## src/rtl/mult_div_unit.sv

```systemverilog
// mult_div_unit: iterative radix-2 multiply/divide unit owning HI/LO.
// MULT/MULTU use shift-add, DIV/DIVU use restoring shift-subtract, one
// step per clock. Signed operations run on magnitudes and fix the sign
// on the completing edge. Divide-by-zero bypasses the iteration.
module mult_div_unit #(
   parameter int WIDTH = 32
) (
   input  logic             CLK,
   input  logic             nRST,
   input  logic             start,
   input  logic [1:0]       op,
   input  logic [WIDTH-1:0] porta,
   input  logic [WIDTH-1:0] portb,
   input  logic             flush,
   output logic             busy,
   output logic             done,
   output logic             dz,
   output logic [WIDTH-1:0] hi,
   output logic [WIDTH-1:0] lo
);

   localparam int CW = $clog2(WIDTH + 1);

   typedef enum logic [1:0] {S_IDLE, S_CALC, S_DONE} state_t;

   state_t               r_state;
   logic                 r_busy;
   logic                 r_done;
   logic                 r_dz;
   logic                 r_dzp;     // divide-by-zero pending: finish on next edge
   logic                 r_isdiv;
   logic                 r_sgn;
   logic                 r_sa;
   logic                 r_sb;
   logic [CW-1:0]        r_cnt;
   logic [WIDTH-1:0]     r_a;       // multiplicand magnitude, or raw dividend on divide-by-zero
   logic [WIDTH-1:0]     r_b;       // divisor magnitude (multiplier lives in r_acc)
   logic [2*WIDTH-1:0]   r_acc;     // {upper, lower}: product, or {remainder, quotient}
   logic [WIDTH-1:0]     r_hi;
   logic [WIDTH-1:0]     r_lo;

   logic                 w_sa;
   logic                 w_sb;
   logic                 w_dzreq;
   logic [WIDTH-1:0]     w_amag;
   logic [WIDTH-1:0]     w_bmag;
   logic [WIDTH:0]       w_msum;
   logic [WIDTH:0]       w_rsh;
   logic [WIDTH:0]       w_rdiff;
   logic [2*WIDTH-1:0]   w_step;
   logic [2*WIDTH-1:0]   w_prod;
   logic [WIDTH-1:0]     w_hi;
   logic [WIDTH-1:0]     w_lo;

   // Two's complement negate of a WIDTH-bit value when neg is set.
   function automatic logic [WIDTH-1:0] f_mag(input logic [WIDTH-1:0] x, input logic neg);
      return neg ? (~x + WIDTH'(1)) : x;
   endfunction

   // Two's complement negate of a 2*WIDTH-bit value when neg is set.
   function automatic logic [2*WIDTH-1:0] f_neg2(input logic [2*WIDTH-1:0] x, input logic neg);
      return neg ? (~x + (2*WIDTH)'(1)) : x;
   endfunction

   assign busy = r_busy;
   assign done = r_done;
   assign dz   = r_dz;
   assign hi   = r_hi;
   assign lo   = r_lo;

   // Operand decode at start: signs, magnitudes and divide-by-zero detect.
   always_comb begin
      w_sa    = op[0] & porta[WIDTH-1];
      w_sb    = op[0] & portb[WIDTH-1];
      w_amag  = f_mag(porta, w_sa);
      w_bmag  = f_mag(portb, w_sb);
      w_dzreq = op[1] & (portb == '0);
   end

   // One iteration step and the sign-corrected final HI/LO values.
   always_comb begin
      w_msum  = {1'b0, r_acc[2*WIDTH-1:WIDTH]} + (r_acc[0] ? {1'b0, r_a} : {(WIDTH+1){1'b0}});
      w_rsh   = {r_acc[2*WIDTH-1:WIDTH], r_acc[WIDTH-1]};
      w_rdiff = w_rsh - {1'b0, r_b};
      if (r_isdiv) begin
         if (!w_rdiff[WIDTH])
            w_step = {w_rdiff[WIDTH-1:0], r_acc[WIDTH-2:0], 1'b1};
         else
            w_step = {w_rsh[WIDTH-1:0], r_acc[WIDTH-2:0], 1'b0};
      end else begin
         w_step = {w_msum, r_acc[WIDTH-1:1]};
      end

      w_prod = f_neg2(r_acc, r_sgn & (r_sa ^ r_sb));
      if (r_isdiv) begin
         w_lo = f_mag(r_acc[WIDTH-1:0], r_sgn & (r_sa ^ r_sb));
         w_hi = f_mag(r_acc[2*WIDTH-1:WIDTH], r_sgn & r_sa);
      end else begin
         w_lo = w_prod[WIDTH-1:0];
         w_hi = w_prod[2*WIDTH-1:WIDTH];
      end
   end

   // Control FSM with registered outputs, iteration datapath and HI/LO.
   always_ff @(posedge CLK or negedge nRST) begin
      if (!nRST) begin
         r_state <= S_IDLE;
         r_busy  <= 1'b0;
         r_done  <= 1'b0;
         r_dz    <= 1'b0;
         r_dzp   <= 1'b0;
         r_isdiv <= 1'b0;
         r_sgn   <= 1'b0;
         r_sa    <= 1'b0;
         r_sb    <= 1'b0;
         r_cnt   <= '0;
         r_a     <= '0;
         r_b     <= '0;
         r_acc   <= '0;
         r_hi    <= '0;
         r_lo    <= '0;
      end else begin
         r_done <= 1'b0;
         case (r_state)
            S_CALC: begin
               if (flush) begin
                  r_state <= S_IDLE;
                  r_busy  <= 1'b0;
                  r_dzp   <= 1'b0;
               end else if (r_dzp) begin
                  r_hi    <= r_a;
                  r_lo    <= '1;
                  r_dz    <= 1'b1;
                  r_done  <= 1'b1;
                  r_dzp   <= 1'b0;
                  r_state <= S_DONE;
               end else if (r_cnt != '0) begin
                  r_acc <= w_step;
                  r_cnt <= r_cnt - CW'(1);
               end else begin
                  r_hi    <= w_hi;
                  r_lo    <= w_lo;
                  r_dz    <= 1'b0;
                  r_done  <= 1'b1;
                  r_busy  <= 1'b0;
                  r_state <= S_DONE;
               end
            end
            default: begin
               if (start && !flush) begin
                  r_isdiv <= op[1];
                  r_sgn   <= op[0];
                  r_sa    <= w_sa;
                  r_sb    <= w_sb;
                  r_a     <= w_dzreq ? porta : w_amag;
                  r_b     <= w_bmag;
                  r_acc   <= op[1] ? {{WIDTH{1'b0}}, w_amag} : {{WIDTH{1'b0}}, w_bmag};
                  r_cnt   <= CW'(WIDTH);
                  r_dzp   <= w_dzreq;
                  r_busy  <= ~w_dzreq;
                  r_state <= S_CALC;
               end else begin
                  r_state <= S_IDLE;
               end
            end
         endcase
      end
   end

endmodule
```

## config.mk

```make
export PLATFORM = sky130hd
export DESIGN_NAME = mult_div_unit
export DESIGN_NICKNAME = d
export VERILOG_FILES = /design/src/rtl/mult_div_unit.sv
export SDC_FILE = /design/constraint.sdc
export NUM_CORES = 1
export LEC_CHECK = 0
export ABC_AREA = 1
export CORE_MARGIN = 3
export CORE_UTILIZATION = 53
export CTS_CLUSTER_SIZE = 30
export DETAILED_ROUTE_END_ITERATION = 10
export HOLD_SLACK_MARGIN = 0.03
export PLACE_DENSITY = 0.83
export SYNTH_ARGS = -nofsm -noshare
export SYNTH_HDL_FRONTEND = slang
export SYNTH_SLANG_ARGS = --single-unit
```

## constraint.sdc

```tcl
create_clock -name CLK -period 3.6 [get_ports CLK]
set_input_delay 0.72 -clock CLK [delete_from_list [all_inputs] [get_ports CLK]]
set_output_delay 0.72 -clock CLK [all_outputs]
set_load 0.005 [all_outputs]
```

* Word-level counts from Yosys, hierarchy flattened
Cells that the tools add are included.
** Cells by class
- Add/sub/neg operators :: 8
- Multipliers :: 0
- Divide/modulo/power cells :: 0
- Magnitude comparators :: 0
- Equality and inequality tests :: 8
- Shift operators :: 0
- Mux-type cells :: 43
- Bitwise logic cells :: 14
- Reduce and logical (&&, ||, !) cells :: 9
** Operator list (count)
- 64-bit two-way mux :: 8
- 32-bit two-way mux :: 13
- 32-bit by 1-bit adder with 32-bit output, second input constant :: 4
- 32-bit NOT :: 4
- 64-bit by 1-bit adder with 64-bit output, second input constant :: 1
- 64-bit NOT :: 1
- 32-bit by 32-bit adder with 33-bit output :: 1
- 33-bit by 32-bit subtractor with 33-bit output :: 1
- 32-bit zero test :: 1
- 6-bit two-way mux :: 5
- 1-bit two-way mux :: 13
- 2-bit two-way mux :: 4
- 2-bit != test, second input constant :: 4
- 3-bit != test, second input constant :: 2
- 3-bit AND reduction :: 2
- 6-bit nonzero test :: 1
- 6-bit by 1-bit subtractor with 6-bit output, second input constant :: 1
- 1-bit AND :: 5
- 4-bit != test, second input constant :: 1
- 4-bit AND reduction :: 1
- 1-bit NOT :: 3
- 2-bit by 1-bit equality test with 1-bit output, second input constant :: 1
- 2-bit AND reduction :: 1
- 2-bit nonzero test :: 1
- other kinds (3) :: 3
** Word-level totals
- Bits in registers :: 208
- Bits in latches :: 0
- Bits in writable memories :: 0
- ROM bits :: 0
- Input bits :: 70
- Word-level logic and storage cells :: 97
- Memories kept :: 0

* Longest topological paths before layout
- Word-level depth :: 7
- Gate-level depth with buffers :: 22

* Worst setup path after synthesis
No wires, ideal clock.
- Kind :: register -> register
- From :: register r_acc[0]
- To :: register r_acc[59]
- Arrival :: 2.439 ns
- Required time :: 3.484 ns
- Path slack :: 1.044 ns
- Stages on the path, launching flop included :: 22
- Path buffers :: 2
- Cells stage by stage :: dfrtp_1 buf_2 buf_1 nand2_1 inv_1 ha_1 inv_1 fa_1 inv_1 nand3_1 nand3_1 nand2_1 nand2_1 nand2_1 nand2_1 nand2_1 nand3_1 nand2_1 nor2_1 nor2_1 nand2_1 nand2_1
** Between the ends
- Cells in the longest elaborated chain, start to end :: 7
** RTL lines
- start: declaration :: RTL line 38 : logic [2*WIDTH-1:0] r_acc;
- start signal: assignment :: RTL line 138 : r_acc <= w_step;
- start signal: assignment :: RTL line 157 : r_acc <= op[1] ? {{WIDTH{1'b0}}, w_amag} : {{WIDTH{1'b0}}, w_bmag};
- 32-bit two-way mux :: RTL line 82 : w_msum = {1'b0, r_acc[2*WIDTH-1:WIDTH]} + (r_acc[0] ? {1'b0, r_a} : {(WIDTH+1){1'b0}});
- 32-bit by 32-bit adder with 33-bit output :: RTL line 82
- 64-bit two-way mux :: RTL line 85 : if (r_isdiv) begin
- 64-bit two-way mux :: RTL line 137 : end else if (r_cnt != '0) begin
- 64-bit two-way mux :: RTL line 130 : end else if (r_dzp) begin
- 64-bit two-way mux :: RTL line 126 : if (flush) begin
- 64-bit two-way mux :: RTL line 124 : case (r_state)
No other way between the ends. The select of a mux whose other input is x is not followed.
A chain may end at the register's enable or synchronous reset.

* Worst setup path in the final report
- From :: register r_acc[31]
- To :: register r_acc[41]
** Between the ends
- Cells in the longest elaborated chain, start to end :: 7
** RTL lines
- 33-bit by 32-bit subtractor with 33-bit output :: RTL line 84 : w_rdiff = w_rsh - {1'b0, r_b};
- 64-bit two-way mux :: RTL line 86 : if (!w_rdiff[WIDTH])
- 64-bit two-way mux :: RTL line 85
- 64-bit two-way mux :: RTL line 137
- 64-bit two-way mux :: RTL line 130
- 64-bit two-way mux :: RTL line 126
- 64-bit two-way mux :: RTL line 124
No other way between the ends. The select of a mux whose other input is x is not followed.

==> flow_metrics.env <==
export IMPL_max_stage_delay_ns=0.49
export IMPL_drt_iter0_drc=2762
export IMPL_skew_ns=0.02028
export IMPL_status="complete, no violations"
export IMPL_worstMarginPinSlew_ns=0.8557
export IMPL_clk_path_buf_depth=3
export IMPL_die_x_um=200.2
export IMPL_async_flop_share_pct=100.0
export IMPL_synth_seq_cells=208
export IMPL_detail_route_antenna_nets=0
export IMPL_finalHoldViolCount=0
export IMPL_finish_utilization_pct=61.66
export IMPL_cp_common_cell="nand2_1"
export IMPL_first_pass_iters=8
export IMPL_drc=0
export IMPL_row_count=70
export IMPL_path_class="flop to flop"
export IMPL_clock_fmax_mhz=319.3
export IMPL_p_leak_nw=12.21
export IMPL_slew_violations=0
export IMPL_antenna_found_initial=1
export IMPL_syn_cell_area_um2=19980
export IMPL_final_nets=3673
export IMPL_num_io_pins=137
export IMPL_start_kind="flop"
export IMPL_synthCells=3431
export IMPL_cts_setup_buffers=0
export IMPL_maxCapViolCount=0
export IMPL_synth_avg_cell_area_um2=5.823
export IMPL_crit_path_cell_trace="inv_1, ha_1, fa_1, inv_1, nand3_1, nand2_2, nand2_1, nand2_2, nand2_1, nand2_2, nand2_2, nand2_1, nand2_1, nand2_2, nand2_1, nand3_1, nand2_1, nand2_1"
export IMPL_grt_usage_pct=37.58
export IMPL_grt_overflow=0
export IMPL_via_per_inst=5.665
export IMPL_wl_per_cell_um=19.13
export IMPL_clk_pin_slew_ns=0.06
export IMPL_peakVddDrop_uv=578.3
export IMPL_dieHeight_um=200.2
export IMPL_core_area_um2=36870
export IMPL_globalplace_congestion=1.038
export IMPL_synth_edf_count=0
export IMPL_cts_sinks=208
export IMPL_holdCritPathClass="input port to async pin"
export IMPL_synth_warnings=0
export IMPL_drt_total_wl_mm=77.58
export IMPL_port_buffers=136
export IMPL_yosysUniqueCellTypes=51
export IMPL_path_max_fanout=31
export IMPL_ctsHoldBuffers=0
export IMPL_ys_seq_area_share_pct=26.05
export IMPL_fin_tns_setup_ns=0
export IMPL_cp_slowest_cell="dfrtp_1"
export IMPL_syn2layout_area_growth_pct=13.79
export IMPL_grt_pass1_vias=20790
export IMPL_fin_crit_sh_pct=87.00
export IMPL_grt_max_degree=84
export IMPL_numCtsBuffers=26
export IMPL_drive_gt1_share_pct=3.915
export IMPL_synth_fp_nets=3573
export IMPL_vias=22970
export IMPL_initial_core_util_pct=54.18
export IMPL_cts_resized=0
export IMPL_hpwl_mm=61.86
export IMPL_root_buffer="clkbuf_16"
export IMPL_hold_ws_ns=0.1695
export IMPL_crit_path_end_kind="flop"
export IMPL_dieArea_um2=40060
export IMPL_cts_tree="yes"
export IMPL_rsz0062_at_grt="no"
export IMPL_synth_ff_type="dfrtp_1"
export IMPL_worstPathRequired_ns=4.12
export IMPL_worstSkewPairLatency_ns=0.58
export IMPL_final_common_cell="nand2_1"
export IMPL_final_min_clock_period_ns=3.132
export IMPL_relSlewSlack_pct=42.35
export IMPL_cellPowerDensity_nw_per_um2=799.2
export IMPL_layout_common_cells="nand2_1 (1174), inv_1 (500), nor2_1 (370)"
export IMPL_grt_first_pass_wirelength_mm=119.2
export IMPL_arrival_ns=3.65
export IMPL_num_fill_cells=3680
export IMPL_htree_levels=1
export IMPL_setup_viol=0
final timing paths:
path,start,to,slack (ns),cells after the start
max,r_acc[31],r_acc[41],0.47,18
min reg2reg,hi[16],hi[16],0.48,2
min in group CLK,hi[16],hi[16],0.48,2
max in group asynchronous,nRST,r_isdiv,2.57,2
min,nRST,hi[21],0.17,1
max reg2reg,r_acc[31],r_acc[41],0.47,18
layout make-up:
cell class | instances | area, µm² | area share [%]
Timing Repair Buffer | 184 | 1750 | 7.700
Clock buffer | 34 | 730.7 | 3.214
Multi-Input combinational cell | 2599 | 12350 | 54.34
Antenna cell | 1 | 2.502 | 0.01101
Sequential cell | 208 | 5206 | 22.90
Clock inverter | 13 | 137.6 | 0.6054
Tap cell | 504 | 630.6 | 2.774
Inverter | 512 | 1922 | 8.453
metal layers:
layer	global-route usage [%]	part of all wire [%]
met2	57.73	43
met3	5.314	9.8
met5	0	0
met1	52.70	41
met4	17.03	5.7
worst max-delay path: cells and delay by family, from the launching register on:
kind / cells / cell delay [ns]
flip-flops: 1 / 0.49
adder cells (fa/ha/maj): 2 / 0.68
buffers and inverters: 2 / 0.32
AND/OR/NAND/NOR: 14 / 1.55
sequential cells by signal, summed over array words and instances, names as in the netlist:
register / cells
r_acc: 64
r_a: 32
r_b: 32
r_sgn: 1
r_sb: 1
r_sa: 1
hi: 32
r_dzp: 1
r_state: 2
done: 1
dz: 1
busy: 1
r_isdiv: 1
lo: 32
r_cnt: 6
power breakdown:
| group | internal (mW) | switching [mW] |
|---|---|---|
| Sequential | 3.24 | 1.31 |
| Combinational | 3.82 | 7.12 |
| Clock | 1.52 | 1.15 |
synthesized netlist by cell type (all sizes together), types with 28 or more instances:
cell type / instances / area share, %
nand4: 45 / 1.4
a21oi: 148 / 3.7
o211ai: 28 / 1.1
dfrtp: 208 / 26
nor2: 383 / 7.4
nand2: 1183 / 22
buf: 63 / 1.7
nor3: 32 / 0.85
xor2: 58 / 2.5
ha: 70 / 4.4
o21ai: 184 / 4.7
clkbuf: 49 / 0.92
nand3: 359 / 9.0
inv: 508 / 9.5
cell families (layout without fill, tap and decap cells):
group | Yosys count | after routing | synth area share (%)
other | 0 | 1 | 0
XOR/XNOR | 72 | 72 | 3.156
flip-flops | 208 | 208 | 26.05
buffers and inverters | 624 | 743 | 12.24
adder cells (fa/ha/maj) | 72 | 72 | 4.584
AO/OA/AOI/OAI | 423 | 423 | 11.69
AND/OR/NAND/NOR | 2032 | 2032 | 42.28
through the flow:
step	setup slack (ns)	instance area, µm²	std cells	power, mW
after floorplan	1.044	19980	3431	11.33
after global placement	0.5399	21860	4007	15.09
after detailed placement	0.5379	21860	4007	15.19
after CTS	0.5329	22730	4054	17.93
after global routing	0.2904	22730	4054	19.60
final	0.4679	22730	4055	18.17
Power figures use the tool's default switching activity.
